[src/rtl/shape_deconv.sv]
// shape_deconv: inverts the first-order shaping integrator,
// rebuilding raw samples D from the saturated shaped stream Q.
// Ports: C clock, CLR_N sync active-low reset, sclr history clear,
//   in_valid/in_ready/in_data shaped input, out_valid/out_ready/
//   out_data reconstructed output, out_sat clamp-or-rail flag,
//   clip_cnt saturating count of transferred out_sat samples.
// Optional: define SHAPE_DECONV_CLIPCNT_EN to build the clip counter;
//   otherwise clip_cnt is tied to zero.
module shape_deconv #(
  parameter int N  = 16,
  parameter int B1 = 1
) (
  input  logic                C,
  input  logic                CLR_N,
  input  logic                sclr,
  input  logic                in_valid,
  output logic                in_ready,
  input  logic signed [N-1:0] in_data,
  output logic                out_valid,
  input  logic                out_ready,
  output logic signed [N-1:0] out_data,
  output logic                out_sat,
  output logic [15:0]         clip_cnt
);

  localparam int W = N + 2;

  localparam logic signed [N-1:0] Q_MAX =
    {1'b0, {(N-1){1'b1}}};
  localparam logic signed [N-1:0] Q_MIN =
    {1'b1, {(N-1){1'b0}}};
  localparam logic signed [W-1:0] R_MAX =
    {3'b000, {(N-1){1'b1}}};
  localparam logic signed [W-1:0] R_MIN =
    {3'b111, {(N-1){1'b0}}};

  // history
  logic signed [N-1:0] q_prev_q, q_prev_d;

  // stage 1
  logic                s1_v_q, s1_v_d;
  logic signed [W-1:0] s1_r_q, s1_r_d;
  logic                s1_rail_q, s1_rail_d;

  // stage 2
  logic                s2_v_q, s2_v_d;
  logic signed [N-1:0] s2_data_q, s2_data_d;
  logic                s2_sat_q, s2_sat_d;

  logic                adv;
  logic                accept;
  logic signed [N-1:0] fb_y;
  logic signed [W-1:0] r_new;
  logic                rail_new;
  logic                clamp_hi;
  logic                clamp_lo;
  logic signed [N-1:0] clamp_data;

  assign adv      = !s2_v_q || out_ready;
  assign accept   = in_valid && adv;
  assign in_ready = adv;

  // Feedback term: floor shift, but never let a non-zero history
  // collapse to zero, mirroring the shaper's deadband nudge.
  always_comb begin
    fb_y = q_prev_q >>> B1;
    if (fb_y == '0 && q_prev_q != '0) begin
      if (q_prev_q[N-1]) begin
        fb_y = {N{1'b1}};
      end else begin
        fb_y = {{(N-1){1'b0}}, 1'b1};
      end
    end
  end

  // Two guard bits hold the worst case of q - q_prev + y.
  always_comb begin
    r_new = {{2{in_data[N-1]}}, in_data}
          - {{2{q_prev_q[N-1]}}, q_prev_q}
          + {{2{fb_y[N-1]}}, fb_y};
    rail_new = (in_data == Q_MAX) || (in_data == Q_MIN);
  end

  always_comb begin
    clamp_hi = s1_r_q > R_MAX;
    clamp_lo = s1_r_q < R_MIN;
    if (clamp_hi) begin
      clamp_data = Q_MAX;
    end else if (clamp_lo) begin
      clamp_data = Q_MIN;
    end else begin
      clamp_data = s1_r_q[N-1:0];
    end
  end

  always_comb begin
    q_prev_d  = q_prev_q;
    s1_v_d    = s1_v_q;
    s1_r_d    = s1_r_q;
    s1_rail_d = s1_rail_q;
    s2_v_d    = s2_v_q;
    s2_data_d = s2_data_q;
    s2_sat_d  = s2_sat_q;
    if (sclr) begin
      // clear wins over a same-cycle input, which is dropped
      q_prev_d = '0;
      s1_v_d   = 1'b0;
      s2_v_d   = 1'b0;
    end else if (adv) begin
      s1_v_d = accept;
      if (accept) begin
        s1_r_d    = r_new;
        s1_rail_d = rail_new;
        q_prev_d  = in_data;
      end
      s2_v_d = s1_v_q;
      if (s1_v_q) begin
        s2_data_d = clamp_data;
        s2_sat_d  = clamp_hi || clamp_lo || s1_rail_q;
      end
    end
  end

  always_ff @(posedge C) begin
    if (!CLR_N) begin
      q_prev_q  <= '0;
      s1_v_q    <= 1'b0;
      s1_r_q    <= '0;
      s1_rail_q <= 1'b0;
      s2_v_q    <= 1'b0;
      s2_data_q <= '0;
      s2_sat_q  <= 1'b0;
    end else begin
      q_prev_q  <= q_prev_d;
      s1_v_q    <= s1_v_d;
      s1_r_q    <= s1_r_d;
      s1_rail_q <= s1_rail_d;
      s2_v_q    <= s2_v_d;
      s2_data_q <= s2_data_d;
      s2_sat_q  <= s2_sat_d;
    end
  end

  assign out_valid = s2_v_q;
  assign out_data  = s2_data_q;
  assign out_sat   = s2_sat_q;

`ifdef SHAPE_DECONV_CLIPCNT_EN
  logic [15:0] clip_q, clip_d;

  // counts on transfer, independent of sclr
  always_comb begin
    clip_d = clip_q;
    if (s2_v_q && out_ready && s2_sat_q
        && clip_q != 16'hFFFF) begin
      clip_d = clip_q + 16'd1;
    end
  end

  always_ff @(posedge C) begin
    if (!CLR_N) begin
      clip_q <= '0;
    end else begin
      clip_q <= clip_d;
    end
  end

  assign clip_cnt = clip_q;
`else
  assign clip_cnt = '0;
`endif

endmodule

[config.mk]
export PLATFORM = sky130hd
export DESIGN_NAME = shape_deconv
export DESIGN_NICKNAME = d
export VERILOG_FILES = /design/src/rtl/shape_deconv.sv
export SDC_FILE = /design/constraint.sdc
export NUM_CORES = 1
export LEC_CHECK = 0
export BUFFER_PORTS_ARGS = -buffer_cell sky130_fd_sc_hd__buf_2
export CORE_MARGIN = 5
export CORE_UTILIZATION = 45
export DETAILED_ROUTE_END_ITERATION = 10
export PLACE_DENSITY = 0.66
export SLEW_MARGIN = 20
export SYNTH_ARGS = -nofsm -noshare
export SYNTH_HDL_FRONTEND = slang
export SYNTH_SLANG_ARGS = --single-unit
[constraint.sdc]
create_clock -name C -period 3.1 [get_ports C]
set_clock_uncertainty 0.1 [all_clocks]
set_input_delay 0.31 -clock C [delete_from_list [all_inputs] [get_ports C]]
set_output_delay 0.31 -clock C [all_outputs]
set_load 0.005 [all_outputs]
==> flow_metrics.py <==
metrics = {
    "layout": {
        "finish.instance_area_um2": 4220,
        "seqCellArea_um2": 1080,
        "drive_above_1_share_pct": 17.2,
        "final_net_count": 577,
        "area_growth_from_synthesis_to_layout_pct": 15.1,
        "multi_input_area_um2": 2280,
        "finalCoreUtilization_pct": 52.2,
        "nFillCells": 823,
        "post_layout_nonfiller_instances": 627,
        "antennaDiodeCount": 0,
    },
    "timing": {
        "final-max-slew-violation-count": 0,
        "slew_headroom_pct": 51.6,
        "final-setup-viol-count": 0,
        "max_slew.worst_pin.slew_ps": 723,
        "fin_crit_sh_pct": 97.5,
        "timing.final.hold_violations": 0,
        "setup_tns_ps": 0,
        "layout_min_cycle_time_ps": 3020,
        "achievable-frequency_mhz": 331,
        "grt_setup_unrepaired": "true",
    },
    "cts": {
        "clkLatencyLatePin_ps": 310,
        "tritoncts": "built",
        "clock_path_buffers": 2,
        "clock_tree.root_cell": "clkbuf_8",
        "numClockSinks": 54,
        "h-tree-depth": 2,
        "cts.repair_timing.setup_buffer_count": 0,
        "clk_pin_slew_worst_paths_ps": 100,
        "cts-buffers-inserted": 5,
    },
    "floorplan": {
        "total_i_o_pin_count": 56,
        "die-area_um2": 10100,
        "row_count": 33,
        "fp.coreArea_um2": 8090,
        "initial_core_util_pct": 45.3,
        "die-height_um": 100,
        "fp.dieW_um": 100,
    },
    "worst_setup_path": {
        "path_depth": 13,
        "critical-path-max-stage-delay_ps": 370,
        "cp_common_cell": "inv_1",
        "timing_worst_setup_path_type": "register to register",
        "worstSetupEndpoint": "s1_r_q[16]$_SDFFE_PN0P_",
        "crit_fanout": 3,
        "timing.critical_path.to_type": "register",
        "timing.critical_path.from": "q_prev_q[8]$_SDFFE_PP0P_",
        "worst_r2r_startpoint": "q_prev_q[8]$_SDFFE_PP0P_",
        "reg2reg_to": "s1_r_q[16]$_SDFFE_PN0P_",
        "path_buf_inv": 2,
        "r2r_setup_slack_ps": 80,
        "crit_chain": "nor4_4 > a41oi_1 > ha_1 > inv_1 > ha_2 > inv_1 > fa_2 > nor2b_4 > o2111ai_4 > a211oi_2 > or3_4 > mux2i_1 > nand3_1",
        "cp_slowest_cell": "fa_2",
        "ff2ff_path_depth": 13,
        "cell_family_with_the_largest_share_of_critical_path_delay": "adder cells",
        "crit_required_ps": 3200,
        "critical_path.startpoint_type": "register",
        "worst_ep_arrival_time_ps": 3120,
    },
    "worst_hold_path": {
        "min_path_type": "input pin to register",
        "worstHoldPathCells": 3,
    },
    "synth": {
        "sequential_cell_area_fraction_in_the_yosys_report_pct": 29.5,
        "asyncSetResetFlopFracSynth_pct": 0,
        "netlist_area_um2": 3670,
        "number_of_synthesized_flops_with_an_enable_pin": 0,
        "ys.flop_type": "dfxtp_1",
        "syn_area_per_cell_um2": 7.74,
        "synth.largest_area_cell": "dfxtp_1",
        "synth_area_leaders": "dfxtp_1 29%, fa_1 8.2%, nand2_1 8.1%",
        "yosys.area.top_type_share_pct": 29.5,
        "yosys_register_bits": 54,
        "leading_cell_types_by_count_after_synthesis": "79 x nand2_1, 64 x inv_1, 54 x dfxtp_1",
        "post-synth-top-count-cell": "nand2_1",
        "gate_count_of_the_mapped_netlist": 474,
        "yosysUniqueCellTypes": 52,
        "synth.yosys.warnings": 0,
    },
    "placement": {
        "finalWeightedCongestion": 0.839,
        "dp_cells": 619,
        "post_place_cell_area_um2": 4010,
        "buffer_ports.inserted": 39,
        "dpl_wire_length_um": 6610,
    },
    "run": {
        "max-cap-violations": 0,
    },
    "global_routing": {
        "wire_length_of_the_first_global_routing_pass_um": 13800,
        "overall_global_routing_usage_pct": 17.0,
        "overflow": 0,
        "grt_start_max_net_pins": 38,
        "antenna_found_initial": 0,
        "first_global_vias": 2935,
    },
    "drt": {
        "final_antenna_net_count": 0,
        "drt-initial-drc-count": 175,
        "vias_per_cell": 5.08,
        "drt-pass1-iter-count": 4,
        "wl_um": 8390,
        "drt_drc_violations_left": 0,
        "route.vias.total": 3187,
        "detail_route.wl_per_cell_um": 13.4,
    },
    "power_and_ir_drop": {
        "vdd.ir_drop.worst_mv": 0.188,
        "p_leak_nw": 1.90,
        "powerDensity_nw_per_um2": 422,
    },
    "outcome": {
        "outcome": "complete, no violations",
    },
}
## worst min-delay path, delay by kind of cell
family / cells / cell delay, ps
buffers and inverters: 1 / 120
AND/OR/NAND/NOR: 1 / 60
AO/OA/AOI/OAI: 1 / 50
## kinds of logic after synthesis
logic type	Yosys count	synth area share [%]
and+or+nand+nor	159	21.0
adders and majority gates	35	15.0
AOI/OAI and AO/OA	113	19.4
buffers and inverters	101	12.1
DFF	54	29.5
other	1	0.102
muxes	5	1.40
xor gates and xnor gates	6	1.43
## flip-flops by register name, indices dropped and copies added, names as in the netlist
register and count:
out_sat 1, s1_rail_q 1, out_data 16, s1_r_q 18, s1_v_q 1, out_valid 1
q_prev_q 16
## layout make-up
class / count / share of cell area [%]
clock buffer: 6 / 1.96
clock inverter: 2 / 0.919
inverter: 65 / 5.78
multi-input combinational: 334 / 54.0
sequential: 54 / 25.7
tap: 105 / 3.11
timing repair buffer: 61 / 8.53
## report_power, final
| group | total [mW] | internal, mW | switching [mW] | leakage (nW) |
|---|---|---|---|---|
| combinational | 0.520 | 0.213 | 0.306 | 1.40 |
| sequential | 0.754 | 0.732 | 0.0229 | 0.440 |
| clock | 0.507 | 0.266 | 0.241 | 0.0618 |
| total | 1.78 | 1.21 | 0.570 | 1.90 |
## per-layer routing
layer	up-vias	routed length (um)	GRT usage (%)
met5	-	0	0
met2	81	3660	26.0
met3	7	549	2.64
li1	1655	-	-
met1	1444	4090	24.4
met4	0	92	5.49
## per-stage QoR
stage | hold WS, ps | worst slack [ps] | power (mW)
final | 161 | 76.2 | 1.78
after global routing | 161 | -47.1 | 1.90
after CTS | 162 | 32.6 | 1.77
after detailed placement | 343 | -161 | 1.26
after global placement | 342 | -81.7 | 1.25
after floorplan | 320 | 239 | 1.14
## cell usage in the layout (no fill, tap or decap), drive strengths merged, types with 4 or more instances in the layout
master,netlist,layout
nor4,5,5
fa,15,15
nor2,12,12
a211oi,4,4
xnor2,5,5
nor2b,4,4
nand2,79,79
a21oi,32,32
o21a,4,4
a21o,6,6
buf,22,61
nor3,9,9
conb,1,16
mux2i,4,4
a21boi,23,23
o21ai,28,28
or3,4,4
nand4,7,7
nand3,14,14
inv,65,66
clkbuf,14,6
ha,20,20
dfxtp,54,54
and3,7,7
## how the worst min path moves through the flow
stage / startpoint / to
floorplan: s1_r_q[13]$_SDFFE_PN0P_ / s1_r_q[13]$_SDFFE_PN0P_
global placement: s1_r_q[8]$_SDFFE_PN0P_ / s1_r_q[8]$_SDFFE_PN0P_
detailed placement: s1_r_q[8]$_SDFFE_PN0P_ / s1_r_q[8]$_SDFFE_PN0P_
CTS: in_data[9] / q_prev_q[9]$_SDFFE_PP0P_
global route: in_data[11] / q_prev_q[11]$_SDFFE_PP0P_
finish: in_data[8] / q_prev_q[8]$_SDFFE_PP0P_
## repair_timing
item | CTS | global route
pin swaps | 1 | 4
hold buffers | 0 | 0
setup endpoints to repair | 3 | 6
resized for setup | 5 | 13
gates cloned | 0 | 0
endpoints found under the hold margin | 0 | 0
Power figures use the tool's default switching activity.
